===== config.mk =====
export PLATFORM = sky130hd
export DESIGN_NAME = zle_b_dec
export DESIGN_NICKNAME = d
export VERILOG_FILES = /design/src/rtl/zle_b_dec.sv
export SDC_FILE = /design/constraint.sdc
export NUM_CORES = 1
export LEC_CHECK = 0
export CAP_MARGIN = 30
export CORE_MARGIN = 2
export CORE_UTILIZATION = 45
export DETAILED_ROUTE_END_ITERATION = 10
export PLACE_DENSITY = 0.77
export SLEW_MARGIN = 20
export SYNTH_ARGS = -nofsm -noshare
export SYNTH_HDL_FRONTEND = slang
export SYNTH_SLANG_ARGS = --single-unit

===== constraint.sdc =====
create_clock -name clock -period 1.5 [get_ports clock]
set_input_delay 0.15 -clock clock [delete_from_list [all_inputs] [get_ports clock]]
set_output_delay 0.15 -clock clock [all_outputs]
set_load 0.01 [all_outputs]

===== src/rtl/zle_b_dec.sv =====
// Zero run-length decoder: literal tokens pass through, run tokens expand to N zeros.
// Optional token/zero statistics counters are enabled with ZLE_DEC_STATS_EN.
module zle_b_dec #(
  parameter int unsigned SW = 7,
  parameter int unsigned RW = 8
) (
  input  logic          clock,
  input  logic          reset,
  input  logic [SW:0]   i_d,
  input  logic          i_valid,
  output logic          i_ready,
  output logic [SW-1:0] o_d,
  output logic          o_valid,
  input  logic          o_ready,
  output logic          run_active
`ifdef ZLE_DEC_STATS_EN
  ,
  output logic [31:0]   n_tok,
  output logic [31:0]   n_zero
`endif
);

  typedef enum logic [1:0] {
    ST_START = 2'd0,
    ST_RUN   = 2'd1
  } state_t;

  state_t        state, state_n;
  logic [RW-1:0] rem, rem_n;
  logic [SW-1:0] o_d_n;
  logic          o_valid_n;

  logic          slot_free;
  logic          accept;
  logic          tok_run;
  logic [SW-1:0] tok_len;
  logic [RW-1:0] run_len;

  assign slot_free  = !o_valid || o_ready;
  // i_ready is forced low while reset is held so nothing is taken mid-reset.
  assign i_ready    = reset && (state == ST_START) && slot_free;
  assign run_active = (state == ST_RUN);
  assign accept     = i_valid && i_ready;
  assign tok_run    = i_d[SW];
  assign tok_len    = i_d[SW-1:0];
  assign run_len    = (tok_len == '0) ? RW'(2**SW) : RW'(tok_len);

  always_comb begin
    state_n   = state;
    rem_n     = rem;
    o_d_n     = o_d;
    o_valid_n = o_valid;
    case (state)
      ST_START: begin
        if (accept) begin
          o_valid_n = 1'b1;
          if (!tok_run) begin
            o_d_n = tok_len;
          end else begin
            o_d_n = '0;
            if (run_len != RW'(1)) begin
              rem_n   = run_len - RW'(1);
              state_n = ST_RUN;
            end
          end
        end else if (slot_free) begin
          o_valid_n = 1'b0;
        end
      end
      ST_RUN: begin
        if (slot_free) begin
          o_d_n     = '0;
          o_valid_n = 1'b1;
          rem_n     = rem - RW'(1);
          if (rem == RW'(1)) state_n = ST_START;
        end
      end
      default: begin
        state_n   = ST_START;
        rem_n     = '0;
        o_valid_n = 1'b0;
      end
    endcase
  end

  always_ff @(posedge clock) begin
    if (!reset) begin
      state   <= ST_START;
      rem     <= '0;
      o_d     <= '0;
      o_valid <= 1'b0;
    end else begin
      state   <= state_n;
      rem     <= rem_n;
      o_d     <= o_d_n;
      o_valid <= o_valid_n;
    end
  end

`ifdef ZLE_DEC_STATS_EN
  // Zeros are counted as they are loaded into the output register.
  logic zero_load;
  assign zero_load = (accept && (tok_run || (tok_len == '0))) ||
                     ((state == ST_RUN) && slot_free);

  always_ff @(posedge clock) begin
    if (!reset) begin
      n_tok  <= '0;
      n_zero <= '0;
    end else begin
      if (accept)    n_tok  <= n_tok + 32'd1;
      if (zero_load) n_zero <= n_zero + 32'd1;
    end
  end
`endif

endmodule


==> results.json, run 1 <==
{
  "status": "finished with violations",
  "violations": "negative setup slack",
  "ant_nets": 0,
  "grt_pass1_vias": 1155,
  "ios": 22,
  "final.min_clock_period_ps": 1663,
  "pwr-share-seq": 0.412,
  "antenna_found_initial": 0,
  "start_kind": "flop",
  "ys_seq_area_frac": 0.3189,
  "grt-ovfl-total": 0,
  "synth_area_per_cell_sq_um": 7.848,
  "row_count": 17,
  "ir_worst_vdd_mv": 0.4922,
  "power.switching_uw": 421.4,
  "drt_iter0_markers": 15,
  "cts_buffer_depth": 2,
  "ys_warn_count": 0,
  "power_frac_clock": 0.199,
  "ys_seq_elements": 17,
  "layout.nets": 200,
  "fin_skew_ps": 9.274,
  "post-route-period-util": 1.108,
  "synth_cell_types": 42,
  "crit_chain": "or4_4, buf_6, o211ai_1, a21oi_2, a211o_2",
  "cap_violations": 0,
  "hold_viol_final": 0,
  "setup.worst_path.class": "flop to flop",
  "end_kind": "flop",
  "fin_ws_ps": -162.7,
  "cts_root_buffer": "clkbuf_4",
  "syn_to_final_growth_pct": 47.95,
  "wl_per_cell_um": 14.52,
  "grt_setup_unrepaired": "yes",
  "async_flop_share": 0,
  "placed_cells": 206,
  "synth_area_sq_um": 1067,
  "fmax_ghz": 0.6014,
  "drive_gt1_frac": 0.3005,
  "drc": 0,
  "cts_sinks": 17,
  "synth-edff-count": 0,
  "cts_max_level": 1,
  "die_x_um": 52.70,
  "first_pass_iters": 4,
  "maxSlewViolCount": 0,
  "fp.coreArea_sq_um": 2233,
  "dominantRegCellSynth": "dfxtp_1",
  "io_buffers": 21,
  "clk_latency_ps": 290,
  "p_sw_frac": 0.3294,
  "tns_ps": -293.1,
  "die_area_sq_um": 2777,
  "hold_buffers": 0,
  "power_mw": 1.279,
  "slew_headroom": 0.8101,
  "wl_um": 3064,
  "power.density_nw_per_um2": 810.3,
  "grt_pass1_wl_um": 4885,
  "cts_buffers": 3,
  "cts_tree": "built",
  "leakagePower_nw": 0.6483,
  "max_slew.worst_pin.slew_ps": 281.7,
  "setup_viol": 2,
  "final_cells": 211,
  "initial_utilization": 0.4779,
  "grt_max_degree": 13,
  "crit_required_ps": 1700,
  "grt_use_total": 0.2372,
  "synthesis.nets": 152,
  "syn_inst": 136,
  "max_stage_delay_ps": 550,
  "via_per_inst": 5.706,
  "arrival_ps": 1860,
  "hold_path_class": "input pin to flop",
  "critical_path.slowest_cell": "or4_4",
  "routabilityCongestion": 0.8728,
  "antenna_cells": 0,
  "die_y_um": 52.70,
  "power_frac_comb": 0.389,
  "fin_util": 0.7070,
  "clk_pin_slew_ps": 110,
  "crit_fanout": 2,
  "dpl.hpwl_um": 2286,
  "vias": 1204,
  "intPower_uw": 858.1
}
==> cell usage after synthesis, drive strengths merged (3+ instances only) <==
cell type / instances / area (sq um)
a21oi: 16 / 80.08
buf: 3 / 27.52
clkbuf: 6 / 22.52
dfxtp: 17 / 340.3
ha: 4 / 50.05
inv: 7 / 26.28
nand2: 13 / 48.80
nand3: 10 / 50.05
nor2: 6 / 22.52
nor2b: 4 / 25.02
nor3: 5 / 25.02
o211ai: 6 / 45.04
o21ai: 4 / 20.02
or4: 3 / 26.27
==> stage by stage <==
stage	cell area, sq um	worst slack (ps)	hold WS (ps)
finish	1579	-162.7	205.3
global route	1579	-199.8	233.9
CTS	1530	-136.4	292.6
detailed placement	1500	-447.2	446.5
global placement	1500	-413.3	442.0
floorplan	1087	-119.7	301.9
==> repair_timing <==
item / in CTS / in global routing
gates resized for setup: 9 / 15
pin swaps: 2 / 2
gates cloned: 0 / 0
setup buffers: 0 / 1
endpoints found under the setup margin: 10 / 10
==> area by class of cell <==
type | count | area [sq um]
Clock buffer | 4 | 26.28
Fill cell | 200 | 654.4
Inverter | 7 | 26.28
Multi-Input combinational cell | 103 | 708.2
Sequential cell | 17 | 345.3
Tap cell | 28 | 35.03
Timing Repair Buffer | 52 | 437.9
==> placed cells by master, fill, tap and decap left out, types with 2 or more instances in the layout <==
cell	synthesis	final
ha_1	4	3
nor2b_1	4	2
or4_1	2	2
clkdlybuf4s50_1	0	14
clkbuf_4	0	3
nor2_1	6	5
inv_1	7	7
a31oi_1	2	2
o211ai_1	6	6
or2_2	2	2
nor3_1	5	5
nand4b_1	2	2
dfxtp_2	0	4
o21ai_0	4	3
buf_4	0	30
xor2_1	2	2
dfxtp_1	17	13
nand4_1	2	2
dlygate4sd2_1	0	5
nor3b_1	2	2
nand2_1	13	13
a21oi_1	16	15
nand3_1	10	10
==> power by group through the flow <==
| stage | Sequential, mW | Clock (mW) | Combinational, mW |
|---|---|---|---|
| floorplan | 0.541 | 0 | 0.231 |
| global placement | 0.531 | 0 | 0.447 |
| detailed placement | 0.534 | 0 | 0.456 |
| CTS | 0.526 | 0.259 | 0.456 |
| global route | 0.532 | 0.277 | 0.539 |
| finish | 0.527 | 0.254 | 0.498 |
==> registers in the layout (all words and copies together), names as in the netlist <==
signal   flops
o_valid      1
state        1
rem          8
o_d          7
==> kinds of logic after synthesis <==
kind of cell,after synthesis,share of synthesized area
flops,17,0.3189
compound gates,40,0.2462
simple gates,55,0.2825
fa+ha+maj,4,0.04690
mux,1,0.009379
xor+xnor,3,0.02462
buf+inv,16,0.07151
==> critical path, delay by kind of cell (launching register included) <==
family / cells / cell delay, ps
DFF: 1 / 330
AOI/OAI and AO/OA: 3 / 550
and+or+nand+nor: 1 / 550
buffers and inverters: 1 / 140
==> metal layers <==
| layer | vias to the layer above | track usage | wire (um) |
|---|---|---|---|
| met3 | 4 | 0.05714 | 162 |
| met5 | - | 0 | 0 |
| met2 | 36 | 0.4271 | 1597 |
| met1 | 566 | 0.2675 | 1278 |
| met4 | 0 | 0.08547 | 25 |
| li1 | 598 | - | - |
==> worst paths after layout <==
| kind | slack [ps] | depth (start not counted) | startpoint | end |
|---|---|---|---|---|
| hold / removal | 210 | 3 | i_d[2] | o_d[2] |
| hold reg to reg | 460 | 2 | o_d[5] | o_d[5] |
| setup / recovery | -160 | 5 | rem[3] | rem[5] |
| setup reg to reg | -160 | 5 | rem[3] | rem[5] |
Power figures use the tool's default switching activity.
==> inputs of run 2 (changes only) <==
--- a/config.mk
+++ b/config.mk
@@ -9,7 +9,7 @@
 export CORE_MARGIN = 2
 export CORE_UTILIZATION = 45
 export DETAILED_ROUTE_END_ITERATION = 10
-export PLACE_DENSITY = 0.77
+export PLACE_DENSITY = 0.74
 export SLEW_MARGIN = 20
 export SYNTH_ARGS = -nofsm -noshare
 export SYNTH_HDL_FRONTEND = slang
==> constraint.sdc (replaced) <==
create_clock -name clock -period 1.4 [get_ports clock]
set_input_delay 0.14 -clock clock [delete_from_list [all_inputs] [get_ports clock]]
set_output_delay 0.14 -clock clock [all_outputs]
set_load 0.01 [all_outputs]
==> results.json, run 2 (same netlist as run 1, synthesis figures left out) <==
{
  "leakagePower_nw": 0.7086,
  "fp.coreArea_sq_um": 2233,
  "cts_root_buffer": "clkbuf_4",
  "power.switching_uw": 469.7,
  "cap_violations": 0,
  "hp-start": "i_d[5]",
  "grt-ovfl-total": 0,
  "power.density_nw_per_um2": 842.2,
  "max_slew.worst_pin.slew_ps": 358.1,
  "grt_pass1_wl_um": 5154,
  "p_sw_frac": 0.3301,
  "cts_buffers": 3,
  "intPower_uw": 953.0,
  "cts_max_level": 1,
  "ant_nets": 0,
  "hold_slack_ps": 294.1,
  "antenna_cells": 0,
  "dpl.hpwl_um": 2386,
  "cts_buffer_depth": 2,
  "power_frac_comb": 0.414,
  "fin_ws_ps": -311.0,
  "violations": "negative setup slack",
  "row_count": 17,
  "first_pass_iters": 4,
  "dr.max_layer_used": "met4",
  "hold_buffers": 0,
  "setup.worst_path.class": "flop to flop",
  "io_buffers": 21,
  "fin_area_sq_um": 1689,
  "grt_max_degree": 13,
  "die_x_um": 52.70,
  "routabilityCongestion": 0.9244,
  "clk_latency_ps": 290,
  "dr_wl_met2_um": 1652,
  "slew_headroom": 0.7551,
  "die_area_sq_um": 2777,
  "rr_worst_depth": 4,
  "largest_registers": "rem x8, o_d x7",
  "final_cell_mix": "34 x buf_4, 13 x nand2_1, 13 x a21oi_1, 13 x dfxtp_1, 10 x clkdlybuf4s50_1",
  "antenna_found_initial": 0,
  "fin_util": 0.7563,
  "final_common_cell": "buf_4",
  "fmax_ghz": 0.5845,
  "crit_required_ps": 1650,
  "crit_fanout": 2,
  "start_kind": "flop",
  "drive_gt1_frac": 0.3842,
  "r2r_slack_ps": -310,
  "end_kind": "flop",
  "startpoint": "rem[3]",
  "dr_wl_met3_um": 161,
  "crit_end": "rem[5]",
  "status": "finished with violations",
  "hold_viol_final": 0,
  "rr_endpoint": "rem[5]",
  "ir_worst_vdd_mv": 0.7252,
  "regToRegStartpoint": "rem[3]",
  "via_per_inst": 5.651,
  "drc": 0,
  "syn_to_final_growth_pct": 58.26,
  "initial_utilization": 0.4779,
  "regMostFlops": "rem",
  "layout.nets": 207,
  "drt_iter0_markers": 26,
  "maxSlewViolCount": 0,
  "final.min_clock_period_ps": 1711,
  "ios": 22,
  "tns_ps": -631.1,
  "grt_setup_unrepaired": "yes",
  "setup_viol": 5,
  "wl_met1_um": 1397,
  "arrival_ps": 1960,
  "power_mw": 1.423,
  "cts_sinks": 17,
  "clk_pin_slew_ps": 100,
  "pwr-share-seq": 0.398,
  "wl_per_cell_um": 14.99,
  "grt_pass1_vias": 1167,
  "placed_cell_area_sq_um": 1538,
  "vias": 1232,
  "post-route-period-util": 1.222,
  "die_y_um": 52.70,
  "fin_skew_ps": 1.721,
  "wl_um": 3268,
  "largest_reg_flops": 8,
  "hold_path_class": "input pin to flop",
  "grt_use_total": 0.2522,
  "cts_tree": "built",
  "power_frac_clock": 0.188
}
[run 2: area by class of cell]
| class | instances | area [sq um] |
|---|---|---|
| multi-input combinational | 103 | 753.2 |
| timing repair buffer | 59 | 500.5 |
| tap | 28 | 35.03 |
| clock buffer | 4 | 26.28 |
| inverter | 7 | 26.28 |
| fill | 160 | 544.3 |
| sequential | 17 | 347.8 |
[run 2: power by group through the flow]
| stage | logic (mW) | registers [mW] | clock network [mW] |
|---|---|---|---|
| finish | 0.589 | 0.567 | 0.267 |
| global route | 0.634 | 0.572 | 0.290 |
| CTS | 0.543 | 0.562 | 0.274 |
| detailed placement | 0.511 | 0.573 | 0 |
| global placement | 0.495 | 0.570 | 0 |
| floorplan | 0.251 | 0.582 | 0 |
[run 2: what timing repair did]
item,in CTS,in global routing
pin swaps,5,5
setup endpoints to repair,12,17
gates resized for setup,23,20
buffers inserted,3,1
[run 2: metal layers]
| layer | vias to the layer above | track usage |
|---|---|---|
| met5 | - | 0 |
| met4 | 0 | 0.08120 |
| met3 | 6 | 0.04286 |
| met2 | 47 | 0.4479 |
| met1 | 565 | 0.3051 |
| li1 | 614 | - |
[run 2: metrics by stage]
stage | std cells | setup WS [ps]
final | 218 | -311.0
after global routing | 218 | -349.3
after CTS | 217 | -296.9
after detailed placement | 210 | -557.9
after global placement | 210 | -506.0
after floorplan | 136 | -219.3
[run 2: critical path, stage by stage (launching register included)]
cell     delay, ps
dfxtp_2        330
or4_4          540
or4b_1         510
a21oi_2        170
a211o_2        110
[run 2: worst min path at each step]
stage | depth (start not counted) | end | slack [ps]
floorplan | 2 | o_d[0] | 290
global placement | 2 | o_d[3] | 440
detailed placement | 2 | o_d[0] | 450
CTS | 3 | o_d[5] | 290
global route | 3 | o_d[3] | 310
finish | 3 | o_d[5] | 290
==> inputs of run 3 (changes only) <==
--- a/config.mk
+++ b/config.mk
@@ -5,11 +5,10 @@
 export SDC_FILE = /design/constraint.sdc
 export NUM_CORES = 1
 export LEC_CHECK = 0
-export CAP_MARGIN = 30
+export CAP_MARGIN = 20
 export CORE_MARGIN = 2
-export CORE_UTILIZATION = 45
+export CORE_UTILIZATION = 25
 export DETAILED_ROUTE_END_ITERATION = 10
-export PLACE_DENSITY = 0.74
 export SLEW_MARGIN = 20
 export SYNTH_ARGS = -nofsm -noshare
 export SYNTH_HDL_FRONTEND = slang
==> constraint.sdc (replaced) <==
create_clock -name clock -period 1.6 [get_ports clock]
set_input_delay 0.16 -clock clock [delete_from_list [all_inputs] [get_ports clock]]
set_output_delay 0.16 -clock clock [all_outputs]
set_load 0.01 [all_outputs]
==> results.json, run 3 (same netlist as run 1, synthesis figures left out) <==
{
  "power_mw": 1.285,
  "fin_skew_ps": 3.961,
  "syn_to_final_growth_pct": 54.16,
  "via_per_inst": 4.966,
  "drive_gt1_frac": 0.3065,
  "die_y_um": 69.34,
  "dpl.hpwl_um": 2293,
  "fmax_ghz": 0.5883,
  "regToRegStartpoint": "rem[3]",
  "grt_use_total": 0.1333,
  "maxSlewViolCount": 0,
  "vias": 1172,
  "regMostFlops": "rem",
  "fp.coreArea_sq_um": 4058,
  "routabilityCongestion": 0.8165,
  "hold_path_class": "input pin to flop",
  "power_frac_clock": 0.258,
  "cts_root_buffer": "clkbuf_8",
  "largest_registers": "rem x8, o_d x7",
  "cts_sinks": 17,
  "placed_cell_area_sq_um": 1550,
  "arrival_ps": 1910,
  "final.min_clock_period_ps": 1700,
  "antenna_cells": 0,
  "final_cell_mix": "33 x buf_4, 17 x clkdlybuf4s50_1, 15 x a21oi_1",
  "post-route-period-util": 1.062,
  "drt_iter0_markers": 29,
  "ios": 22,
  "setup_viol": 2,
  "cap_violations": 0,
  "status": "finished with violations",
  "final_common_cell": "buf_4",
  "ant_nets": 0,
  "slew_headroom": 0.8111,
  "layout.nets": 203,
  "cts_buffers": 3,
  "die_area_sq_um": 4808,
  "row_count": 23,
  "end_kind": "flop",
  "tns_ps": -122.4,
  "ir_worst_vdd_mv": 0.3915,
  "cts_buffer_depth": 2,
  "power_frac_comb": 0.358,
  "cts_max_level": 1,
  "grt_pass1_wl_um": 5175,
  "grt_max_degree": 13,
  "first_pass_iters": 4,
  "violations": "negative setup slack",
  "wl_per_cell_um": 13.37,
  "crit_fanout": 2,
  "pwr-share-seq": 0.384,
  "intPower_uw": 885.3,
  "initial_utilization": 0.2630,
  "drc": 0,
  "setup.worst_path.class": "flop to flop",
  "p_sw_frac": 0.3110,
  "die_x_um": 69.34,
  "largest_reg_flops": 8,
  "power.density_nw_per_um2": 780.9,
  "io_buffers": 21,
  "crit_required_ps": 1810,
  "grt_setup_unrepaired": "yes",
  "place_ws_ps": -331.1,
  "startpoint": "rem[3]",
  "antenna_found_initial": 0,
  "max_slew.worst_pin.slew_ps": 279.7,
  "fin_area_sq_um": 1645,
  "hold_viol_final": 0,
  "fin_ws_ps": -99.75,
  "grt_pass1_vias": 1094,
  "leakagePower_nw": 0.6661,
  "grt-ovfl-total": 0,
  "clk_latency_ps": 260,
  "hold_slack_ps": 208.6,
  "clk_pin_slew_ps": 70,
  "power.switching_uw": 399.6,
  "start_kind": "flop",
  "hp-start": "reset",
  "fill_cells": 414,
  "cts_tree": "built",
  "wl_um": 3155
}
run 3: cell types whose count changed in the layout (fill, tap and decap cells not counted), moves of 2 or more:
cell,previous run,this run
inv_1,4,7
buf_6,4,1
nor3b_2,2,0
nor2_2,3,0
nor2_1,3,6
clkbuf_4,3,0
nand3_2,2,0
nand3_1,8,10
clkdlybuf4s50_1,10,17
a21oi_1,13,15
nor3b_1,0,2
clkbuf_8,0,3
dlygate4sd2_1,8,2
inv_2,3,0
run 3: timing repair:
item / in CTS / in global routing
endpoints found under the hold margin: 0 / 0
pin swaps: 4 / 9
setup buffers: 0 / 1
cloned: 0 / 0
setup endpoints to repair: 6 / 8
hold buffers: 0 / 0
gates resized for setup: 6 / 11
run 3: worst max-delay path: stages (launching register included):
cell     delay [ps]
dfxtp_2         320
or4_4           550
or4b_4          500
a21oi_2         160
a211o_2         110
run 3: worst paths after layout:
check	to	slack [ps]	cells past startpoint
worst max-delay path	rem[5]	-100	4
worst min-delay path	state[0]	210	2
worst max register to register	rem[5]	-100	4
worst min register to register	o_d[6]	450	2
run 3: final cells by class:
cell class / count / area (sq um) / area share
inverter: 7 / 26.28 / 0.01597
tap: 50 / 62.56 / 0.03802
sequential: 17 / 345.3 / 0.2099
timing repair buffer: 55 / 471.7 / 0.2867
multi-input combinational: 103 / 694.4 / 0.4221
clock buffer: 4 / 45.04 / 0.02738
run 3: power by group through the flow:
stage / clock network [mW] / logic (mW) / registers (mW)
after floorplan: 0 / 0.217 / 0.507
after global placement: 0 / 0.437 / 0.501
after detailed placement: 0 / 0.437 / 0.500
after CTS: 0.346 / 0.445 / 0.492
after global routing: 0.361 / 0.504 / 0.499
final: 0.332 / 0.460 / 0.493
run 3: per-stage QoR:
stage,utilization,cells
floorplan,-,136
finish,0.4055,236
detailed placement,0.3821,231
CTS,0.3962,235
global placement,0.3821,231
global route,0.4055,236
run 3: routing by layer:
metal / wire (um) / vias to the layer above / track usage / part of all wire
met3: 134 / 7 / 0.02326 / 0.042
met1: 1494 / 524 / 0.1701 / 0.47
met2: 1480 / 37 / 0.2265 / 0.47
met4: 45 / 0 / 0.04357 / 0.014
li1: - / 604 / - / -
met5: 0 / - / 0 / 0
